## config.mk

```make
export PLATFORM = sky130hd
export DESIGN_NAME = dpram_port_arbiter
export DESIGN_NICKNAME = d
export VERILOG_FILES = /design/src/rtl/dpram_port_arbiter.sv
export SDC_FILE = /design/constraint.sdc
export NUM_CORES = 1
export LEC_CHECK = 0
export CORE_ASPECT_RATIO = 2
export CORE_UTILIZATION = 25
export CTS_CLUSTER_SIZE = 14
export DETAILED_ROUTE_END_ITERATION = 12
export PLACE_DENSITY = 0.49
export SYNTH_ARGS = -nofsm -noshare
export SYNTH_HDL_FRONTEND = slang
export SYNTH_SLANG_ARGS = --single-unit
```

## constraint.sdc

```tcl
create_clock -name clk -period 1.7 [get_ports clk]
set_clock_uncertainty 0.15 [all_clocks]
set_input_delay 0.425 -clock clk [delete_from_list [all_inputs] [get_ports clk]]
set_output_delay 0.425 -clock clk [all_outputs]
set_load 0.05 [all_outputs]
```

## src/rtl/dpram_port_arbiter.sv

```systemverilog
// Round-robin arbiter sharing one dual-port RAM between requesters A and B.
// Write and read ports are arbitrated independently; same-address collisions are forwarded.
module dpram_port_arbiter #(
    parameter int ADDR_W = 8,
    parameter int DATA_W = 8,
    parameter int RR_EN  = 1
) (
    input  logic              clk,
    input  logic              rst_n,
    input  logic              a_wr_req,
    input  logic [ADDR_W-1:0] a_wr_addr,
    input  logic [DATA_W-1:0] a_wr_data,
    output logic              a_wr_gnt,
    input  logic              a_rd_req,
    input  logic [ADDR_W-1:0] a_rd_addr,
    output logic              a_rd_gnt,
    output logic              a_rd_valid,
    output logic [DATA_W-1:0] a_rd_data,
    input  logic              b_wr_req,
    input  logic [ADDR_W-1:0] b_wr_addr,
    input  logic [DATA_W-1:0] b_wr_data,
    output logic              b_wr_gnt,
    input  logic              b_rd_req,
    input  logic [ADDR_W-1:0] b_rd_addr,
    output logic              b_rd_gnt,
    output logic              b_rd_valid,
    output logic [DATA_W-1:0] b_rd_data,
    output logic              ram_we,
    output logic [ADDR_W-1:0] ram_wr_addr,
    output logic [DATA_W-1:0] ram_data_in,
    output logic              ram_re,
    output logic [ADDR_W-1:0] ram_rd_addr,
    input  logic [DATA_W-1:0] ram_data_out
);

    // Pointer high means A won last on that port, so B is favoured on a tie.
    logic              wr_last_a;
    logic              rd_last_a;
    logic              a_wr_win, b_wr_win;
    logic              a_rd_win, b_rd_win;
    logic              rd_own_p1;
    logic              vld_p2;
    logic              own_p2;
    logic              byp_vld_p2;
    logic [DATA_W-1:0] byp_data_p2;
    logic [DATA_W-1:0] a_rd_hold;
    logic [DATA_W-1:0] b_rd_hold;
    logic [DATA_W-1:0] rd_sel;

    always_comb begin
        a_wr_win = 1'b0;
        b_wr_win = 1'b0;
        a_rd_win = 1'b0;
        b_rd_win = 1'b0;
        if (rst_n) begin
            if (a_wr_req && b_wr_req) begin
                if ((RR_EN != 0) && wr_last_a) b_wr_win = 1'b1;
                else                           a_wr_win = 1'b1;
            end else begin
                a_wr_win = a_wr_req;
                b_wr_win = b_wr_req;
            end
            if (a_rd_req && b_rd_req) begin
                if ((RR_EN != 0) && rd_last_a) b_rd_win = 1'b1;
                else                           a_rd_win = 1'b1;
            end else begin
                a_rd_win = a_rd_req;
                b_rd_win = b_rd_req;
            end
        end
    end

    assign a_wr_gnt = a_wr_win;
    assign b_wr_gnt = b_wr_win;
    assign a_rd_gnt = a_rd_win;
    assign b_rd_gnt = b_rd_win;

    always_ff @(posedge clk) begin
        if (!rst_n) begin
            ram_we      <= 1'b0;
            ram_re      <= 1'b0;
            ram_wr_addr <= '0;
            ram_rd_addr <= '0;
            ram_data_in <= '0;
            wr_last_a   <= 1'b0;
            rd_last_a   <= 1'b0;
            rd_own_p1   <= 1'b0;
            vld_p2      <= 1'b0;
            own_p2      <= 1'b0;
            byp_vld_p2  <= 1'b0;
            byp_data_p2 <= '0;
            a_rd_hold   <= '0;
            b_rd_hold   <= '0;
        end else begin
            // Stage 1: winning command onto the RAM pins
            ram_we <= a_wr_win | b_wr_win;
            if (a_wr_win | b_wr_win) begin
                ram_wr_addr <= b_wr_win ? b_wr_addr : a_wr_addr;
                ram_data_in <= b_wr_win ? b_wr_data : a_wr_data;
                wr_last_a   <= a_wr_win;
            end
            ram_re    <= a_rd_win | b_rd_win;
            rd_own_p1 <= b_rd_win;
            if (a_rd_win | b_rd_win) begin
                ram_rd_addr <= b_rd_win ? b_rd_addr : a_rd_addr;
                rd_last_a   <= a_rd_win;
            end

            // Stage 2: read owner and collision bypass, aligned with RAM data
            vld_p2      <= ram_re;
            own_p2      <= rd_own_p1;
            byp_vld_p2  <= ram_we && ram_re && (ram_wr_addr == ram_rd_addr);
            byp_data_p2 <= ram_data_in;

            if (vld_p2 && !own_p2) a_rd_hold <= rd_sel;
            if (vld_p2 && own_p2)  b_rd_hold <= rd_sel;
        end
    end

    assign rd_sel     = byp_vld_p2 ? byp_data_p2 : ram_data_out;
    assign a_rd_valid = rst_n && vld_p2 && !own_p2;
    assign b_rd_valid = rst_n && vld_p2 && own_p2;
    assign a_rd_data  = a_rd_valid ? rd_sel : a_rd_hold;
    assign b_rd_data  = b_rd_valid ? rd_sel : b_rd_hold;

endmodule

```

-- Word level (Yosys, flattened, before mapping)
Index checks and enable logic that the tools add are counted.
- flip-flop bits (word level): 56
- logic and storage cells: 45
- output and inout port bits: 48
- input port bits: 62
- bitwise logic cells: 2
- reduce and logical (&&, ||, !) cells: 10
- equality and inequality tests: 1
- mux-type cells: 18
- operators by type and width (cell ; count):
    8-bit two-way mux ; 6
    1-bit two-way mux ; 12
    1-bit logical AND ; 9
    8-bit == test ; 1
    1-bit bitwise OR ; 2
    1-bit logical NOT ; 1

-- Logic depth before layout (Yosys ltp)
Gate-level depths: netlist of the first run.
- depth after elaboration: 4
- gate-level depth with buffers: 6
- gate-level depth less buffers: 4

-- Least setup slack after synthesis of the first run
OpenSTA, ideal clock, no wires.
- kind: input to output
- start point: input port rst_n
- end point: output port b_rd_data[6]
- data arrival time: 2032 ps
- data required time: 1125 ps
- stages on the path: 4
- slack: -907 ps
- buffers on the path: 2
- cell sequence: buf_4 nand3_1 buf_2 o21ai_0
- cells in the longest elaborated chain, start to end: 3
- ends and longest elaborated chain (item ; line ; text):
    start: declaration ; 9 ; input logic rst_n,
    1-bit logical AND (2 in a row) ; 122 ; assign b_rd_valid = rst_n && vld_p2 && own_p2;
    8-bit two-way mux ; 124 ; assign b_rd_data = b_rd_valid ? rd_sel : b_rd_hold;
    end: declaration ; 27 ; output logic [DATA_W-1:0] b_rd_data,
No other way between the ends.

-- Worst setup path after layout of the first run
- start point: input port ram_data_out[4]
- end point: output port b_rd_data[4]
- cells in the longest elaborated chain, start to end: 2
- ends and longest elaborated chain (item ; line ; text):
    start: declaration ; 33 ; input logic [DATA_W-1:0] ram_data_out
    8-bit two-way mux ; 120 ; assign rd_sel = byp_vld_p2 ? byp_data_p2 : ram_data_out;
    8-bit two-way mux ; 124 ;
No other way between the ends.

==> out/results.txt, run 1 <==
Outcome - complete, but fails checks
Failing checks - negative setup slack
Global Route Usage Sum - 17.7%
Die H - 145 um
Placer Congestion - 0.801
Cells along the critical path - clkdlybuf4s50_1 -> mux2i_2 -> buf_4 -> o21ai_4 -> buf_12
CP bufs+invs - 3
Critical R2R Launch - byp_vld_p2
Die area - 10600 um2
Worst Path Max Fanout - 4
Net count after synthesis - 359
CP max stage delay - 0.47 ns
Synth Area in Adders - 0%
Max Root-Sink Buffers - 2
Area grow syn2layout - 95.3%
Crit path depth - 5
Global-route wire length before repair - 14.0 mm
Worst Reg-to-Reg Cells - 6
1st-iter DRT viols - 91
Cell count after synthesis - 297
Fin. Hold Viols - 0
PwrDens - 733 nW/um2
Post-layout min period - 1.98 ns
Initial antenna violation count - 0
Port Buffers - 109
Overflow after GRT - 0
Mux contribution to synthesized area - 3.14%
Startpoint types - input pin
Crit path kind - in -> out
R2R Setup Slk - 0.16 ns
Top Ports - 110
CP endpoint - b_rd_data[4]
Fmax - 0.504 GHz
Setup_tns - -4.00 ns
Mapped cell area - 2550 um2
Worst r2r dst - b_rd_hold[0]
Share of cells above drive strength 1 - 33.2%
Vias - 2767
Post-Synth Simple-Gate Area - 13.4%
Crit path from - ram_data_out[4]
Main synth FF type - dfxtp_1
Worst-margin pin slew - 0.444 ns
Crit path DAT - 1.41 ns
Routed Antenna Nets - 0
Rel. slew slack - 70.3%
Worst-Skew Late Latency - 0.29 ns
Post-synth EDFFs - 0
Total CTS buffers - 5
# H-tree levels - 2
Slowest-stage cell, CP - clkdlybuf4s50_1
Asr flop ratio synth - 0%
Yosys warning count - 0
Period utilisation layout - 117%
Unrepaired setup endpoints after global routing - yes
Number of distinct library cells after synthesis - 29
Worst setup margin - -0.282 ns
CTS root buffer - clkbuf_16
Slew Limit Fails - 0
Delay-heaviest family, CP - buffers and inverters
Cell Rows - 51
Most common cell in the netlist - dfxtp_1
Top cell type's share of synthesized area - 44.0%
Hold_sp - rd_own_p1
Largest net degree at the start of global routing - 25
Post-synthesis register bit count - 56
Nets - 490
Worst hold path type - reg -> reg
Leak pwr - 2.04 nW
Final core utilization - 50.7%
Cell taking the most area after synthesis - dfxtp_1
# DRC - 0
Post-Synth XOR/XNOR Area - 2.75%
Placement Setup Slack - -0.317 ns
Compound-cell area share of the yosys netlist - 29.8%
Antenna cells - 0
CTS sink cnt - 56
Max Cap Viol - 0
First drt pass iteration count - 4
Main combinational cell family by area after synthesis - compound AO/OA/AOI/OAI gates
Top area cells in the synthesized netlist - dfxtp_1 (44%), o21ai_0 (11%), o211a_1 (6.3%), a31oi_1 (5.9%), nand2_1 (5.0%)
Core ar. - 9830 um2
CP Capture Type - output pin
Clk slew on worst S/H paths - 0.07 ns
Hpwl dp - 6.96 mm
Avg Cell Area, Syn - 8.58 um2
Die width - 73.4 um
Vias in the first global route - 2757
Commonest cells in the netlist - dfxtp_1 (56), o21ai_0 (54), nand2_1 (34), a31oi_1 (24), a21oi_1 (20)
Critical Path RT - 1.12 ns
Vias per cell - 4.94
Count of final setup violators - 18
Worst vdd ir - 0.000457 V
Avg WL per Cell - 16.4 um
CTS tree - done
Initial Util - 25.9%
Sequential area share after synthesis - 44.0%
DRT Wirelength - 9.21 mm
==> where the power goes <==
group          internal [mW]  switching (mW)
clock network          0.538           0.468
registers               1.39           0.101
logic                  0.591           0.561
==> layout by cell type (no fill, tap or decap), types with 2 or more instances in the layout <==
master,n
buf_4,33
a31oi_1,24
o21ai_2,3
nor2b_1,3
clkdlybuf4s50_1,55
xnor2_1,8
dfxtp_1,52
and3_4,2
buf_12,53
and2_1,11
inv_1,2
a21oi_1,18
a21oi_4,2
nand2_1,30
nand2_2,4
o211a_1,16
nand3_1,10
clkbuf_16,6
o21ai_4,15
buf_6,2
dfxtp_4,3
o21ai_0,38
clkdlybuf4s15_1,2
clkinvlp_4,2
o21ai_1,9
mux2i_4,6
==> area by class of cell <==
type,count,area [um2]
clock buffer,6,129
clock inverter,1,5.00
fill,955,4850
inverter,5,28.8
multi-input combinational,211,1570
sequential,56,1130
tap,132,165
timing repair buffer,149,1950
==> stage by stage <==
step	hold WS (ns)	instances	instance area [um2]	total power [mW]
global route	0.295	560	4980	3.81
floorplan	0.262	297	2820	2.05
CTS	0.289	557	4940	3.70
global placement	0.266	550	4660	2.64
finish	0.284	560	4980	3.65
detailed placement	0.273	550	4660	2.65
==> routing by layer <==
| metal | up-vias | part of all wire, % | GRT usage, % |
|---|---|---|---|
| met4 | 0 | 4.3 | 9.82 |
| met3 | 20 | 4.0 | 2.91 |
| met1 | 1326 | 34 | 16.5 |
| li1 | 1325 | - | - |
| met5 | - | 0 | 0 |
| met2 | 96 | 58 | 34.9 |
==> repair_timing <==
action | 4_1_cts | 5_1_grt
cloned | 0 | 1
buffers inserted | 3 | 2
endpoints found under the setup margin | 23 | 22
hold buffers | 0 | 0
resized for setup | 33 | 5
pin swaps | 12 | 4
==> worst min-delay path by stage <==
stage	to	slack (ns)	cells past startpoint
floorplan	own_p2	0.26	1
global placement	own_p2	0.27	1
detailed placement	own_p2	0.27	1
CTS	own_p2	0.29	1
global route	own_p2	0.30	1
finish	own_p2	0.28	1
==> cell families (layout without fill, tap and decap cells) <==
group / count (synthesis) / count (layout)
buf+inv: 30 / 161
simple gates: 69 / 69
flops: 56 / 56
compound gates: 126 / 126
xor+xnor: 8 / 8
mux: 8 / 8
==> flip-flops by register name, indices dropped and copies added (netlist names) <==
signal       cells
own_p2           1
byp_vld_p2       1
ram_rd_addr      8
vld_p2           1
ram_data_in      8
rd_last_a        1
rd_own_p1        1
b_rd_hold        8
wr_last_a        1
ram_re           1
ram_wr_addr      8
ram_we           1
byp_data_p2      8
a_rd_hold        8
Power figures use the tool's default switching activity.
==> inputs of run 2 (changes only) <==
--- a/config.mk
+++ b/config.mk
@@ -5,11 +5,13 @@
 export SDC_FILE = /design/constraint.sdc
 export NUM_CORES = 1
 export LEC_CHECK = 0
+export CELL_PAD_IN_SITES_DETAIL_PLACEMENT = 0
+export CELL_PAD_IN_SITES_GLOBAL_PLACEMENT = 1
 export CORE_ASPECT_RATIO = 2
 export CORE_UTILIZATION = 25
 export CTS_CLUSTER_SIZE = 14
 export DETAILED_ROUTE_END_ITERATION = 12
-export PLACE_DENSITY = 0.49
+export PLACE_DENSITY = 0.65
 export SYNTH_ARGS = -nofsm -noshare
 export SYNTH_HDL_FRONTEND = slang
 export SYNTH_SLANG_ARGS = --single-unit
==> run 2 against run 1 <==
Net effect:
- the flow still finishes with violations (negative setup slack)
- critical path type is now reg -> out
- global-route usage about the same
- total power grew 2.1%
- critical endpoint is now b_rd_data[6]
- first-iteration DRC count increased by 25%
- sequential share of layout area is 0.15 points lower
- register-to-register slack gained 0.06 ns
==> out/results.txt, run 2 (same netlist as run 1, synthesis figures left out) <==
Outcome - complete, but fails checks
Failing checks - negative setup slack
Top Ports - 110
Total CTS buffers - 5
Vias in the first global route - 2780
Period utilisation layout - 117%
Worst r2r dst - b_rd_hold[1]
Top sig layer - met4
WHS Endpoint - own_p2
Post-layout min period - 1.99 ns
Die H - 145 um
Post-CTS Hold Fix Bufs - 0
Area grow syn2layout - 96.8%
Crit path DAT - 1.42 ns
Multi-input gate area - 1560 um2
Slew Limit Fails - 0
First drt pass iteration count - 4
Die width - 73.4 um
CP max stage delay - 0.34 ns
Largest net degree at the start of global routing - 30
Leak pwr - 2.08 nW
Critical R2R Launch - byp_vld_p2
Die area - 10600 um2
Worst-margin pin slew - 0.319 ns
Hpwl dp - 7.00 mm
Startpoint types - flip-flop
Hold Crit Depth - 1
# DRC - 0
Initial Util - 25.9%
Slowest-stage cell, CP - dfxtp_2
R2R Setup Slk - 0.22 ns
Placer Congestion - 0.794
Placement Setup Slack - -0.348 ns
CTS root buffer - clkbuf_16
Crit path kind - reg -> out
Critical Path RT - 1.12 ns
Worst Path Max Fanout - 8
Fin. Hold Viols - 0
Nets - 499
Port Buffers - 109
Share of cells above drive strength 1 - 35.8%
CTS tree - done
CTS sink cnt - 56
PwrDens - 743 nW/um2
Critical path's most frequent cell - buf_12
Crit path depth - 5
Worst Reg-to-Reg Cells - 7
Worst-Skew Late Latency - 0.30 ns
Global Route Usage Sum - 17.7%
Max Cap Viol - 0
Fill cells - 944
Worst hold path type - reg -> reg
Vias per cell - 4.76
DRT Wirelength - 9.07 mm
# H-tree levels - 2
CP Capture Type - output pin
Worst vdd ir - 0.000435 V
Cells along the critical path - buf_12 -> mux2i_2 -> buf_4 -> o21ai_4 -> buf_12
Worst setup margin - -0.293 ns
Routed wl met2 - 5.45 mm
Initial antenna violation count - 0
Routed Antenna Nets - 0
Clk slew on worst S/H paths - 0.07 ns
Finished Layout Cells - 571
Delay-heaviest family, CP - buffers and inverters
Global-route wire length before repair - 14.0 mm
Unrepaired setup endpoints after global routing - yes
1st-iter DRT viols - 114
Max Root-Sink Buffers - 2
Reg area - 1130 um2
Fmax - 0.502 GHz
Cell Rows - 51
CP bufs+invs - 3
Hold_sp - rd_own_p1
Rel. slew slack - 78.8%
Core ar. - 9830 um2
Vias - 2719
Most frequent cells in the layout - clkdlybuf4s50_1 (52), buf_12 (52), dfxtp_1 (51), buf_4 (43), o21ai_0 (38)
Metal-1 WL - 3.13 mm
Avg WL per Cell - 15.9 um
WL met3 - 269 um
Count of final setup violators - 18
Overflow after GRT - 0
Placed cells - 552
==> run 2: cell count changes in the layout (fill, tap and decap cells not counted), moves of 2 or more <==
| cell | previous run | this run |
|---|---|---|
| buf_4 | 33 | 43 |
| clkbuf_2 | 1 | 3 |
| clkdlybuf4s15_1 | 2 | 0 |
| clkdlybuf4s50_1 | 55 | 52 |
| dlygate4sd2_1 | 1 | 5 |
| mux2i_2 | 1 | 3 |
| mux2i_4 | 6 | 4 |
| nand2_1 | 30 | 28 |
==> run 2: power breakdown <==
part	total [mW]	internal [mW]	switching [mW]
Sequential	1.49	1.39	0.0976
Combinational	1.16	0.596	0.566
Clock	1.08	0.589	0.487
Total	3.73	2.57	1.15
==> run 2: final cells by class <==
class | instances | area share (%)
clock buffer | 7 | 2.84
tap | 132 | 3.29
antenna | 1 | 0.0499
sequential | 56 | 22.6
multi-input combinational | 211 | 31.1
clock inverter | 1 | 0.150
inverter | 5 | 0.574
timing repair buffer | 158 | 39.4
==> run 2: repair_timing <==
item	4_1_cts	5_1_grt
pin swaps	11	2
setup endpoints to repair	22	21
setup buffers	9	2
cloned	0	0
resized for setup	36	8
==> run 2: worst max-delay path by stage <==
stage	start	end	slack (ns)
3_5_place_dp	ram_data_out[3]	b_rd_data[3]	-0.35
2_1_floorplan	byp_vld_p2	a_rd_data[7]	-0.07
4_1_cts	byp_vld_p2	b_rd_data[6]	-0.31
5_1_grt	byp_vld_p2	b_rd_data[6]	-0.34
6_report	byp_vld_p2	b_rd_data[6]	-0.29
3_3_place_gp	ram_data_out[3]	b_rd_data[3]	-0.33
==> run 2: routing by layer <==
metal,up-vias,GRT usage (%)
met5,-,0
met4,0,8.30
met3,13,2.22
met2,67,35.7
met1,1294,16.8
li1,1345,-
==> run 2: through the flow <==
step / utilization (%) / instance area, um2 / setup TNS (ns) / hold slack (ns) / power (mW)
after global placement: 47.6 / 4680 / -10.82 / 0.273 / 2.64
after CTS: 50.8 / 4990 / -4.45 / 0.290 / 3.75
final: 51.0 / 5020 / -4.14 / 0.286 / 3.73
after floorplan: - / 2820 / -0.840 / 0.262 / 2.05
after detailed placement: 47.6 / 4680 / -11.82 / 0.274 / 2.65
after global routing: 51.0 / 5010 / -5.05 / 0.319 / 3.88
==> inputs of run 3 (changes only) <==
--- a/config.mk
+++ b/config.mk
@@ -5,6 +5,7 @@
 export SDC_FILE = /design/constraint.sdc
 export NUM_CORES = 1
 export LEC_CHECK = 0
+export CAP_MARGIN = 20
 export CELL_PAD_IN_SITES_DETAIL_PLACEMENT = 0
 export CELL_PAD_IN_SITES_GLOBAL_PLACEMENT = 1
 export CORE_ASPECT_RATIO = 2
@@ -12,6 +13,8 @@
 export CTS_CLUSTER_SIZE = 14
 export DETAILED_ROUTE_END_ITERATION = 12
 export PLACE_DENSITY = 0.65
+export REMOVE_ABC_BUFFERS = 1
+export SLEW_MARGIN = 20
 export SYNTH_ARGS = -nofsm -noshare
 export SYNTH_HDL_FRONTEND = slang
 export SYNTH_SLANG_ARGS = --single-unit
==> run 3 against run 2 <==
Net effect:
- the flow still finishes with violations (negative setup slack)
- cell count is 1.9% lower
- die area unchanged
- maximum frequency grew 1.2%
- global-route usage rose by 0.73 points
- sequential cell count unchanged
- sequential power barely moved
- hold slack improved by 0.0023 ns
- largest cell class unchanged
- highest routed layer unchanged
==> out/results.txt, run 3 (same netlist as run 1, synthesis figures left out) <==
Overflow after GRT - 0
Worst-margin pin slew - 0.333 ns
Area grow syn2layout - 95.4%
Outcome - complete, but fails checks
Worst Reg-to-Reg Cells - 7
CTS sink cnt - 56
Worst hold path type - reg -> reg
Final core utilization - 50.7%
Max Root-Sink Buffers - 2
Clk slew on worst S/H paths - 0.07 ns
Vias - 2702
Core ar. - 9830 um2
Worst vdd ir - 0.000465 V
PwrDens - 767 nW/um2
Crit path kind - reg -> out
Multi-input gate area - 1510 um2
Leak pwr - 2.07 nW
Reg area - 1130 um2
Vias per cell - 4.83
Vias in the first global route - 2915
Cell Rows - 51
Global-route wire length before repair - 14.6 mm
Nets - 489
# DRC - 0
Crit path DAT - 1.39 ns
Top Ports - 110
Hold Crit Depth - 1
Total CTS buffers - 5
Port Buffers - 109
Max Cap Viol - 0
Post-layout min period - 1.97 ns
Period utilisation layout - 116%
Largest net degree at the start of global routing - 24
Die area - 10600 um2
Fill cells - 940
CTS tree - done
Share of cells above drive strength 1 - 34.1%
Unrepaired setup endpoints after global routing - yes
Avg WL per Cell - 16.3 um
Startpoint types - flip-flop
CTS root buffer - clkbuf_16
Fmax - 0.508 GHz
Worst Path Max Fanout - 8
1st-iter DRT viols - 77
Global Route Usage Sum - 18.4%
Die H - 145 um
Rel. slew slack - 77.8%
Fin. Hold Viols - 0
Die width - 73.4 um
Antenna cells - 0
Most frequent cells in the layout - clkdlybuf4s50_1 (56), buf_12 (53), dfxtp_1 (51), o21ai_0 (38), buf_4 (31)
Initial antenna violation count - 0
Post-CTS Hold Fix Bufs - 0
Hpwl dp - 6.75 mm
Critical Path RT - 1.12 ns
Failing checks - negative setup slack
Count of final setup violators - 18
Placer Congestion - 0.748
Most common cell after layout, fill and taps aside - clkdlybuf4s50_1
First drt pass iteration count - 4
CP Capture Type - output pin
Slew Limit Fails - 0
Worst setup margin - -0.270 ns
Initial Util - 25.9%
Total placed instance area - 4380 um2
DRT Wirelength - 9.12 mm
Final instance area - 4980 um2
# H-tree levels - 2
Routed Antenna Nets - 0
Worst-Skew Late Latency - 0.29 ns
-- run 3: path summary, 6_finish.rpt --
check	end	start	slack, ns
worst min register to register	own_p2	rd_own_p1	0.29
worst max register to register	a_rd_hold[0]	byp_vld_p2	0.11
worst min-delay path	own_p2	rd_own_p1	0.29
worst max-delay path	a_rd_data[2]	byp_vld_p2	-0.27
-- run 3: final cells by class --
class	count	area share, %
timing repair buffer	148	39.5
multi-input combinational	211	30.4
clock buffer	6	2.59
inverter	5	0.779
clock inverter	2	0.703
sequential	56	22.7
tap	132	3.32
-- run 3: through the flow --
step	hold slack [ns]	TNS, ns	power, mW	setup slack, ns	cells
5_1_grt	0.323	-5.02	3.97	-0.337	560
3_3_place_gp	0.281	-12.65	2.57	-0.455	539
3_5_place_dp	0.272	-13.28	2.58	-0.447	539
6_report	0.288	-4.08	3.82	-0.270	560
4_1_cts	0.288	-4.32	3.84	-0.293	556
2_1_floorplan	0.262	-12.27	1.93	-0.790	272
-- run 3: critical path: stages, from the launching register on --
cell	delay [ns]
dfxtp_2	0.34
buf_12	0.18
mux2i_4	0.31
o21ai_2	0.10
buf_12	0.15
-- run 3: power breakdown --
| group | internal, mW | switching [mW] | total [mW] | leakage, nW |
|---|---|---|---|---|
| combinational | 0.594 | 0.567 | 1.16 | 1.53 |
| sequential | 1.39 | 0.0912 | 1.48 | 0.463 |
| clock | 0.695 | 0.483 | 1.18 | 0.0808 |
| total | 2.68 | 1.14 | 3.82 | 2.07 |
-- run 3: per-layer routing --
layer | vias to the layer above | global-route usage [%] | share of wire, %
met5 | - | 0 | 0
met3 | 12 | 4.29 | 5.0
met2 | 79 | 37.3 | 60
met1 | 1278 | 16.6 | 33
met4 | 0 | 7.79 | 2.6
li1 | 1333 | - | -
-- run 3: timing repair --
action,4_1_cts,5_1_grt
setup buffers,7,4
gates cloned,2,0
endpoints found under the setup margin,22,22
pin swaps,11,1
gates resized for setup,84,13
